$ cat src/rtl/th_cmd_pkg.sv
// Shared test-harness definitions for the host->FPGA command link.
// Contents:
//   - default field widths and the packet width TH_PW;
//   - opcode constants (WRITE, READ, READRMV, START marker);
//   - receiver state encoding (ST_LOAD, ST_REPLAY, ST_DONE);
//   - thPacketBytes(): number of serial bytes that make up one packet.
package th_cmd_pkg;

  localparam int TH_UART_W = 8;
  localparam int TH_OP_W   = 8;
  localparam int TH_ADDR_W = 32;
  localparam int TH_DATA_W = 32;
  localparam int TH_TIME_W = 32;
  localparam int TH_PW     = TH_OP_W + TH_ADDR_W + TH_DATA_W + TH_TIME_W;

  localparam logic [7:0] TH_OP_WRITE   = 8'h00;
  localparam logic [7:0] TH_OP_READ    = 8'h01;
  localparam logic [7:0] TH_OP_READRMV = 8'h02;
  localparam logic [7:0] TH_OP_START   = 8'hFF;

  typedef enum logic [1:0] {
    ST_LOAD   = 2'd0,
    ST_REPLAY = 2'd1,
    ST_DONE   = 2'd2
  } thState_e;

  function automatic int thPacketBytes(input int packetW, input int byteW);
    return (packetW + byteW - 1) / byteW;
  endfunction

endpackage

$ cat src/rtl/th_cmd_fifo.sv
// Command buffer for th_cmd_receiver: synchronous FIFO, Depth entries of
// Width bits, first-word-fall-through (Head shows the oldest entry whenever
// Empty is low). Push while Full and Pop while Empty are ignored.
// Ports:
//   Clock, Reset      clock, synchronous active-high reset (clears pointers)
//   Push, PushData    write one entry
//   Pop               discard the head entry
//   Head              current head entry
//   Full, Empty       occupancy flags
module th_cmd_fifo #(
  parameter int Width = 104,
  parameter int Depth = 16
) (
  input  logic             Clock,
  input  logic             Reset,
  input  logic             Push,
  input  logic [Width-1:0] PushData,
  input  logic             Pop,
  output logic [Width-1:0] Head,
  output logic             Full,
  output logic             Empty
);

  localparam int AW = $clog2(Depth);

  logic [Width-1:0] mem [Depth];
  // One extra pointer bit separates full from empty when the indices match.
  logic [AW:0] wrPtr;
  logic [AW:0] rdPtr;

  always_ff @(posedge Clock) begin
    if (Reset) begin
      wrPtr <= '0;
      rdPtr <= '0;
    end else begin
      if (Push && !Full)  wrPtr <= wrPtr + (AW+1)'(1);
      if (Pop  && !Empty) rdPtr <= rdPtr + (AW+1)'(1);
    end
  end

  always_ff @(posedge Clock) begin
    if (Push && !Full) mem[wrPtr[AW-1:0]] <= PushData;
  end

  assign Empty = (wrPtr == rdPtr);
  assign Full  = (wrPtr[AW] != rdPtr[AW]) && (wrPtr[AW-1:0] == rdPtr[AW-1:0]);
  assign Head  = mem[rdPtr[AW-1:0]];

endmodule

$ cat src/rtl/th_cmd_receiver.sv
// Harness-side receiver of the host->FPGA test-command link.
// Bytes arriving on InData/InValid/InReady (MSB first) are assembled into
// {Opcode, Addr, Data, Delay} packets and buffered. An opcode 0xFF packet is
// the START marker: it is not stored, and the buffered commands are then
// replayed on the Cmd* valid/ready port, each one Delay cycles after the
// previous handshake (the first one Delay cycles after START).
// Ports:
//   Clock, Reset                 clock, synchronous active-high reset
//   InData, InValid, InReady     serial-side byte stream
//   CmdOp, CmdAddr, CmdData      replayed command
//   CmdValid, CmdReady           command handshake
//   Replaying                    high while replaying
//   Done                         one-cycle pulse after the last handshake
//   Overflow                     sticky: a packet was dropped on a full buffer
// Build option:
//   TH_CMD_TIMEOUT_EN  discard a partial packet after TimeoutCycles idle
//                      cycles; when undefined a partial packet waits forever.
module th_cmd_receiver
  import th_cmd_pkg::*;
#(
  parameter int UARTWidth     = 8,
  parameter int OpWidth       = 8,
  parameter int AddrWidth     = 32,
  parameter int DataWidth     = 32,
  parameter int TimeWidth     = 32,
  parameter int Depth         = 16,
  parameter int TimeoutCycles = 1_000_000
) (
  input  logic                 Clock,
  input  logic                 Reset,
  input  logic [UARTWidth-1:0] InData,
  input  logic                 InValid,
  output logic                 InReady,
  output logic [OpWidth-1:0]   CmdOp,
  output logic [AddrWidth-1:0] CmdAddr,
  output logic [DataWidth-1:0] CmdData,
  output logic                 CmdValid,
  input  logic                 CmdReady,
  output logic                 Replaying,
  output logic                 Done,
  output logic                 Overflow
);

  localparam int PW       = OpWidth + AddrWidth + DataWidth + TimeWidth;
  localparam int NumBytes = thPacketBytes(PW, UARTWidth);
  localparam int CntW     = $clog2(NumBytes);

  thState_e state;
  thState_e stateNext;

  logic [CntW-1:0]      byteCnt;
  logic [PW-1:0]        asmReg;
  logic [PW-1:0]        packetNext;
  logic [TimeWidth-1:0] delayCnt;

  logic byteAccept;
  logic pktDone;
  logic isStart;
  logic handshake;

  logic          fifoPush;
  logic          fifoPop;
  logic [PW-1:0] fifoHead;
  logic          fifoFull;
  logic          fifoEmpty;

  logic [OpWidth-1:0]   headOp;
  logic [AddrWidth-1:0] headAddr;
  logic [DataWidth-1:0] headData;
  logic [TimeWidth-1:0] headDelay;

  // Byte assembly
  assign InReady    = (state == ST_LOAD);
  assign byteAccept = InValid && InReady;
  assign packetNext = {asmReg[PW-UARTWidth-1:0], InData};
  assign pktDone    = byteAccept && (byteCnt == CntW'(NumBytes-1));
  assign isStart    = (packetNext[PW-1 -: OpWidth] == OpWidth'(TH_OP_START));
  assign handshake  = CmdValid && CmdReady;

  always_ff @(posedge Clock) begin
    if (byteAccept) asmReg <= packetNext;
  end

  // Command buffer
  assign fifoPush = pktDone && !isStart && !fifoFull;
  // The first entry is popped on the START byte itself so its Delay is
  // counted from START; later entries are popped on each handshake.
  assign fifoPop  = !fifoEmpty &&
                    ((pktDone && isStart) || ((state == ST_REPLAY) && handshake));

  th_cmd_fifo #(
    .Width (PW),
    .Depth (Depth)
  ) uFifo (
    .Clock    (Clock),
    .Reset    (Reset),
    .Push     (fifoPush),
    .PushData (packetNext),
    .Pop      (fifoPop),
    .Head     (fifoHead),
    .Full     (fifoFull),
    .Empty    (fifoEmpty)
  );

  assign headOp    = fifoHead[PW-1 -: OpWidth];
  assign headAddr  = fifoHead[PW-OpWidth-1 -: AddrWidth];
  assign headData  = fifoHead[TimeWidth+DataWidth-1 -: DataWidth];
  assign headDelay = fifoHead[TimeWidth-1:0];

  // Control FSM
  always_ff @(posedge Clock) begin
    if (Reset) state <= ST_LOAD;
    else       state <= stateNext;
  end

  always_comb begin
    stateNext = state;
    case (state)
      ST_LOAD:   if (pktDone && isStart) stateNext = fifoEmpty ? ST_DONE : ST_REPLAY;
      ST_REPLAY: if (handshake && fifoEmpty) stateNext = ST_DONE;
      ST_DONE:   stateNext = ST_LOAD;
      default:   stateNext = ST_LOAD;
    endcase
  end

  assign Replaying = (state == ST_REPLAY);
  assign Done      = (state == ST_DONE);

  // Byte counter, delay counter and replay outputs
`ifdef TH_CMD_TIMEOUT_EN
  localparam int IdleW = (TimeoutCycles > 1) ? $clog2(TimeoutCycles) : 1;
  logic [IdleW-1:0] idleCnt;
  logic             idleTick;

  assign idleTick = (state == ST_LOAD) && (byteCnt != '0) && !byteAccept;

  always_ff @(posedge Clock) begin
    if (Reset)         idleCnt <= '0;
    else if (!idleTick) idleCnt <= '0;
    else if (idleCnt == IdleW'(TimeoutCycles-1)) idleCnt <= '0;
    else               idleCnt <= idleCnt + IdleW'(1);
  end
`endif

  always_ff @(posedge Clock) begin
    if (Reset) begin
      byteCnt  <= '0;
      delayCnt <= '0;
      CmdOp    <= '0;
      CmdAddr  <= '0;
      CmdData  <= '0;
      CmdValid <= 1'b0;
      Overflow <= 1'b0;
    end else begin
      if (byteAccept) begin
        byteCnt <= pktDone ? '0 : byteCnt + CntW'(1);
      end
`ifdef TH_CMD_TIMEOUT_EN
      else if (idleTick && (idleCnt == IdleW'(TimeoutCycles-1))) begin
        byteCnt <= '0;
      end
`endif

      if (pktDone && !isStart && fifoFull) Overflow <= 1'b1;

      if (fifoPop) begin
        CmdOp    <= headOp;
        CmdAddr  <= headAddr;
        CmdData  <= headData;
        delayCnt <= headDelay;
        CmdValid <= 1'b0;
      end else if (state == ST_REPLAY) begin
        if (handshake) begin
          CmdValid <= 1'b0;
        end else if (!CmdValid) begin
          // Valid rises the cycle after the counter has reached zero.
          if (delayCnt == '0) CmdValid <= 1'b1;
          else                delayCnt <= delayCnt - TimeWidth'(1);
        end
      end
    end
  end

endmodule
$ cat config.mk
export PLATFORM = sky130hd
export DESIGN_NAME = th_cmd_receiver
export DESIGN_NICKNAME = d
export VERILOG_FILES = /design/src/rtl/th_cmd_pkg.sv /design/src/rtl/th_cmd_fifo.sv /design/src/rtl/th_cmd_receiver.sv
export SDC_FILE = /design/constraint.sdc
export NUM_CORES = 2
export LEC_CHECK = 0
export BUFFER_PORTS_ARGS = -buffer_cell sky130_fd_sc_hd__buf_2
export CAP_MARGIN = 20
export CORE_ASPECT_RATIO = 1.2
export CORE_MARGIN = 4
export CORE_UTILIZATION = 45
export CTS_CLUSTER_SIZE = 10
export DETAILED_ROUTE_END_ITERATION = 7
export SETUP_SLACK_MARGIN = 0.05
export SYNTH_ARGS = -nofsm -noshare
export SYNTH_HDL_FRONTEND = slang
export SYNTH_SLANG_ARGS = --single-unit
$ cat constraint.sdc
create_clock -name Clock -period 22.5 [get_ports Clock]
set_input_delay 4.5 -clock Clock [delete_from_list [all_inputs] [get_ports Clock]]
set_output_delay 4.5 -clock Clock [all_outputs]
set_load 0.1 [all_outputs]
=== After elaboration in Yosys (flattened, before gate mapping) ===
Memories as Yosys holds them, arrays and structs flattened. A register that Yosys moved wholly into a read port is not among the register bits.
Index checks and enable logic that the tools add are counted.

* Register bits after elaboration: 218
* Bits in writable memories: 1664
* Word-level logic and storage cells: 68
* Memories: 1

* Add/sub/neg operators: 4
* Equal/unequal tests: 12
* Multiplexer cells: 17
* Reductions and logical operators: 23

{| class="wikitable"
|+ Memory list
! memory !! depth !! bits a word !! rd ports !! clocked after Yosys merged registers in !! wr ports !! RTL line !! text
|-
| uFifo.mem || 16 || 104 || 1 || 1 || 1 || th_cmd_fifo.sv:26 || <nowiki>logic [Width-1:0] mem [Depth];</nowiki>
|}

{| class="wikitable"
|+ Operators with widths
! kind !! count
|-
| two-way mux 32 bit || 5
|-
| zero test 32 bit || 1
|-
| subtractor 32 x 1 -> 32 bit, second input constant || 1
|-
| logical AND 1 bit || 13
|-
| two-way mux 4 bit || 3
|-
| adder 5 x 1 -> 5 bit, second input constant || 2
|-
| != test 2 x 1 -> 1 bit, second input constant || 5
|-
| == test 8 bit, second input constant || 1
|-
| two-way mux 2 bit || 3
|-
| == test 5 bit || 1
|-
| two-way mux 1 bit || 5
|-
| adder 4 x 1 -> 4 bit, second input constant || 1
|-
| == test 4 bit || 1
|-
| == test 4 bit, second input constant || 1
|-
| one-hot mux 2 bit (2 select lines) || 1
|-
| AND reduction 4 bit || 1
|-
| zero test 1 bit || 3
|-
| == test 2 x 1 -> 1 bit, second input constant || 1
|-
| == test 2 bit, second input constant || 1
|-
| zero test 2 bit || 1
|-
| AND reduction 2 bit || 1
|-
| nonzero test 2 bit || 1
|-
| OR reduction 2 bit || 1
|-
| logical OR 1 bit || 1
|-
| != test 1 bit || 1
|}

=== Depth between registers and ports, before layout ===
* Depth in word-level cells: 9
* Mapped depth: 9
* Gate-level depth less buffers: 7

=== Cells and area by module ===
A second synthesis with hierarchy kept.

* Cell total of the unflattened synthesis: 3095
* Area total of the unflattened synthesis: 70913.0 µm²

{| class="wikitable"
|+ Modules (own cells, without submodules)
! module !! times used !! cells each !! area each (µm²) !! sequential area each (µm²)
|-
| th_cmd_fifo || 1 || 2402 || 63198.1 || 50248.2
|-
| th_cmd_receiver || 1 || 693 || 7714.9 || 5124.9
|}

=== Worst setup path before layout ===
OpenSTA, ideal clock, no wires.

* Kind: input to register
* Start point: in InValid
* End point: mem uFifo.mem[0][0] (enable)
* Library setup time: 695 ps
* Data arrival time: 15611 ps
* Required time: 21805 ps
* Setup slack: 6194 ps
* Stages: 6
* Path through: nor3b_1 clkbuf_1 o211ai_1 a21oi_1 nand2_1 nor3_1

* Longest elaborated chain between the ends: 7

{| class="wikitable"
|+ Ends and longest elaborated chain
! what !! RTL line !! text
|-
| start, declared || th_cmd_receiver.sv:32 || <nowiki>input logic InValid,</nowiki>
|-
| logical AND 1 bit || th_cmd_receiver.sv:74 || <nowiki>assign byteAccept = InValid && InReady;</nowiki>
|-
| named net byteAccept || th_cmd_receiver.sv:56 || <nowiki>logic byteAccept;</nowiki>
|-
| logical AND 1 bit || th_cmd_receiver.sv:76 || <nowiki>assign pktDone = byteAccept && (byteCnt == CntW'(NumBytes-1));</nowiki>
|-
| logical AND 1 bit (2 in series) || th_cmd_receiver.sv:85 || <nowiki>assign fifoPush = pktDone && !isStart && !fifoFull;</nowiki>
|-
| logical AND 1 bit || th_cmd_fifo.sv:42 || <nowiki>if (Push && !Full) mem[wrPtr[AW-1:0]] <= PushData;</nowiki>
|-
| two-way mux 1 bit || th_cmd_fifo.sv:42 ||
|-
| two-way mux 1 bit (not written as such) || th_cmd_fifo.sv:42 ||
|-
| end, declared || th_cmd_fifo.sv:26 ||
|}

The timed path passes the listed nets, and every way through them passes these cells.

=== Final worst setup path ===
* Start point: in InValid
* End point: mem uFifo.mem[10][10] (enable)

* Longest elaborated chain between the ends: 7

{| class="wikitable"
|+ Ends and longest elaborated chain
! what !! RTL line
|-
| logical AND 1 bit || th_cmd_receiver.sv:74
|-
| logical AND 1 bit || th_cmd_receiver.sv:76
|-
| logical AND 1 bit (2 in series) || th_cmd_receiver.sv:85
|-
| logical AND 1 bit || th_cmd_fifo.sv:42
|-
| two-way mux 1 bit || th_cmd_fifo.sv:42
|-
| two-way mux 1 bit (not written as such) || th_cmd_fifo.sv:42
|}

Every way passes these cells.

==> results by group <==
Yosys
  • Synth warnings: 0
  • Unique masters post-synth: 62
  • Synth area leaders: edfxtp_1 (75%), mux4_2 (16%), dfxtp_1 (3.6%), nand2_1 (0.90%), a21oi_1 (0.59%)
  • Post-synthesis instance area: 70,750 um^2
  • Cell type with the largest total area after synthesis: edfxtp_1
  • Proportion of netlist area held by the largest area contributor: 74.70%
  • Number of standard cells after synthesis: between 3k and 4k
  • Post-synthesis async set-or-reset flop share: 0%
  • Number of enable-type register cells in the synthesized netlist: between 1.5k and 2k
  • Register bit count reported by yosys: around 1.9k
  • Prevailing post-synth register cell: edfxtp_1
  • Sequential-to-total area share from yosys stat: 78.26%
  • Syn nets: 3,152
  • Mean post-synth cell area: 22.59 um^2

CTS
  • Resize count post-CTS: 0
  • Buffer cell driving the clock tree root: clkbuf_16
  • Insertion delay to the later sink of the worst-skew pair: between 0.8 and 0.9 ns
  • Number of levels the H-tree was split into: 4
  • Clock edge transition at the registers on the reported setup and hold paths: 0.06 ns
  • Number of clock buffers inserted by TritonCTS: between 200 and 250
  • Max Buffers Root-to-Sink: 3
  • Hold Buf Count CTS: 0
  • Number of buffers added for setup after CTS: 0
  • TritonCTS clock tree: built
  • Clk sink count: between 1.5k and 2k

Timing
  • Clk_skew: 0.03208 ns
  • Setup Total Neg Slack: 0 ns
  • RSZ-0062 raised after global routing: false
  • Number of setup violations in the final report: 0
  • Max-Slew Margin vs Limit: between 20 and 25%
  • Maximum clock frequency: 121.5 MHz
  • Count of final max-slew check failures: 0
  • Worst Tran Pin Value: 1.138 ns
  • Shortest period the worst path allows: 8.230 ns
  • WHS: 0.4519 ns
  • Final Hold Vio Count: 0
  • Final worst setup slack: between 10 and 15 ns
  • Ratio of final minimum period to clock period: a little over a third

Floorplan
  • Starting density of the core: 45.25%
  • IO Pins: 89
  • Overall die height: 442.4 um
  • Rows: roughly 160
  • Overall die width: 370.0 um
  • Die Footprint: 163,700 um^2
  • Placeable core region: 156,400 um^2

Routing
  • Number of iterations in the first detailed-routing pass: 5
  • Final antenna-violating net count: 0
  • Vias per std cell: 5.806
  • Total via count in the routed design: 32.43k
  • Detailed router's first-iteration violation count: roughly 2.8k
  • Post-detailed-route wirelength per cell: around 28 um
  • DRT Wirelength: 157.6 mm
  • Number of design rule violations left after detail routing: 0

Worst setup path
  • R2r worst-path depth: 7
  • Required time of the critical path: roughly 23 ns
  • Top Family by Delay on Critical Path: buffers and inverters
  • Largest stage delay on the critical path: 0.88 ns
  • Critical setup path kind: in -> reg
  • Critical Path Start Type: input port
  • Critical-path top delay cell: buf_4
  • CP Buf/Inv Count: 4
  • Crit-path most repeated cell: buf_4
  • Kind of end point of the critical path: register
  • Cell breakdown of the critical path: buf_2 > nor3b_2 > buf_12 > o211ai_1 > a21oi_1 > nand2_1 > nor2_4 > buf_4 > buf_4
  • Crit path DAT: approximately 8.7 ns
  • Crit path max fanout: 106
  • Critical Path Stages: 9

Global routing
  • Wire length of the first global-routing pass: around 230 mm
  • Maximum number of pins on one net before global-route repair: 107
  • Vias in the first global route: 34.29k
  • Tot GR Track Use: 19.49%
  • Number of antenna violations at the first check in global routing: 4
  • Total congestion overflow after global routing: 0

Finish
  • Ratio of cells with drive above 1 in the final layout: 26.52%
  • Layout net count: 3,344
  • Non-Filler Cell Area, Final: 80,020 um^2
  • Area growth syn-to-layout: 13.10%
  • Most common cell after layout, fill and taps aside: edfxtp_1
  • Number of filler instances in the final layout: 12.23k
  • Highest-count cells in the layout ignoring fill and taps: edfxtp_1 (1,760), mux4_2 (508), clkbuf_16 (209)

Power and ir drop
  • Power per Cell Area: 87.14 nW/um^2
  • Part of the total power dissipated in the clock network: a little over two fifths
  • Net switching power figure: 1.372 mW
  • Standby leakage power: 24.22 nW
  • Total power of the final layout: 6.973 mW
  • Fraction of power consumed by combinational cells: 0.3%
  • Net Sw Frac: 19.68%
  • Cell internal power dissipation: 5.601 mW
  • Peak supply drop: about 0.069 mV
  • Part of the power in registers: 55.9%

Run
  • Number of max-cap violations: 0

Placed design
  • Placer's final routability congestion estimate: about 0.77
  • Total of buffers placed on input and output ports: 88
  • Post-placement worst setup slack: between 10 and 15 ns
  • Placed cell areas: 73,850 um^2
  • Half-perimeter wire length after detailed placement: 78.76 mm

Run status
  • Outcome: completed

Worst hold path
  • Number of cells traversed by the worst hold path: 2
  • Hold WC Path Type: reg -> reg
==> per-stage QoR <==
step | utilization [%] | std cells
CTS | 51.12 | 5582
global route | 51.17 | 5585
floorplan | - | 3132
finish | 51.17 | 5586
global placement | 47.23 | 5204
detailed placement | 47.23 | 5204
==> path summary, 6_finish.rpt <==
kind	slack, ns	end	from
min reg2reg	0.45	CmdOp[1]	CmdOp[1]
max	14.27	uFifo.mem[10][10]	InValid
min	0.45	CmdOp[1]	CmdOp[1]
max reg2reg	17.22	CmdAddr[17]	register
==> flip-flops by register name, summed over array words and instances, names as in the netlist, 4 cells and up, named ones only <==
name         count
CmdData         32
uFifo.wrPtr      5
uFifo.mem     1664
byteCnt          4
uFifo.rdPtr      5
CmdOp            8
CmdAddr         32
delayCnt        32
asmReg          96
==> cells by family (layout without fill, tap and decap cells) <==
| family | Yosys count | count (layout) | share of synthesized area, % |
|---|---|---|---|
| compound gates | 170 | 170 | 1.562 |
| xor+xnor | 16 | 16 | 0.1981 |
| fa+ha+maj | 8 | 8 | 0.1415 |
| buf+inv | 177 | 537 | 1.010 |
| flops | 1886 | 1886 | 78.26 |
| mux | 534 | 534 | 16.55 |
| other cells | 0 | 1 | 0 |
| simple gates | 341 | 341 | 2.278 |
==> layer usage <==
layer,routed length (um),track usage [%],vias up
met1,64150,26.21,17602
met4,3484,5.355,0
met2,82110,33.35,973
met3,7830,2.976,226
li1,-,-,13631
met5,0,0,-
==> Yosys cell counts, types with 6 or more instances <==
library cell / count
ha_1: 8
and3_1: 6
inv_1: 12
nand2_1: 170
or3_1: 12
and4_1: 6
mux2i_1: 21
xnor2_1: 11
o21ai_0: 11
a21oi_1: 84
dfxtp_1: 126
a211oi_1: 7
a31oi_1: 7
buf_2: 22
mux4_2: 508
a311oi_1: 12
clkbuf_1: 95
buf_1: 43
nand3_1: 11
nor2_1: 52
or4_1: 13
edfxtp_1: 1760
o31ai_1: 9
nor3_1: 20
nand4_1: 9
nor4_1: 11
==> tightest hold or removal path, cell delays in order, from the launching register on <==
cell and delay (ns):
dfxtp_1 0.30, nand2_1 0.05, a21oi_1 0.05
==> power by group through the flow <==
stage	Sequential [mW]	Clock [mW]	Combinational, mW
floorplan	3.95	0	0.00721
CTS	3.90	3.13	0.0181
finish	3.90	3.06	0.0177
detailed placement	3.97	0	0.0182
global placement	3.97	0	0.0173
global route	3.90	3.29	0.0191
==> final cells by class <==
type	instances	area (um^2)	area share (%)
tap	2093	2619	3.273
clock buffer	361	5831	7.287
multi-input combinational	1069	14800	18.49
sequential	1886	55380	69.21
timing repair buffer	147	1067	1.334
clock inverter	17	264.0	0.3299
inverter	12	52.55	0.06567
antenna	1	2.502	0.003127
No activity file was read; power rests on OpenSTA's default activity.
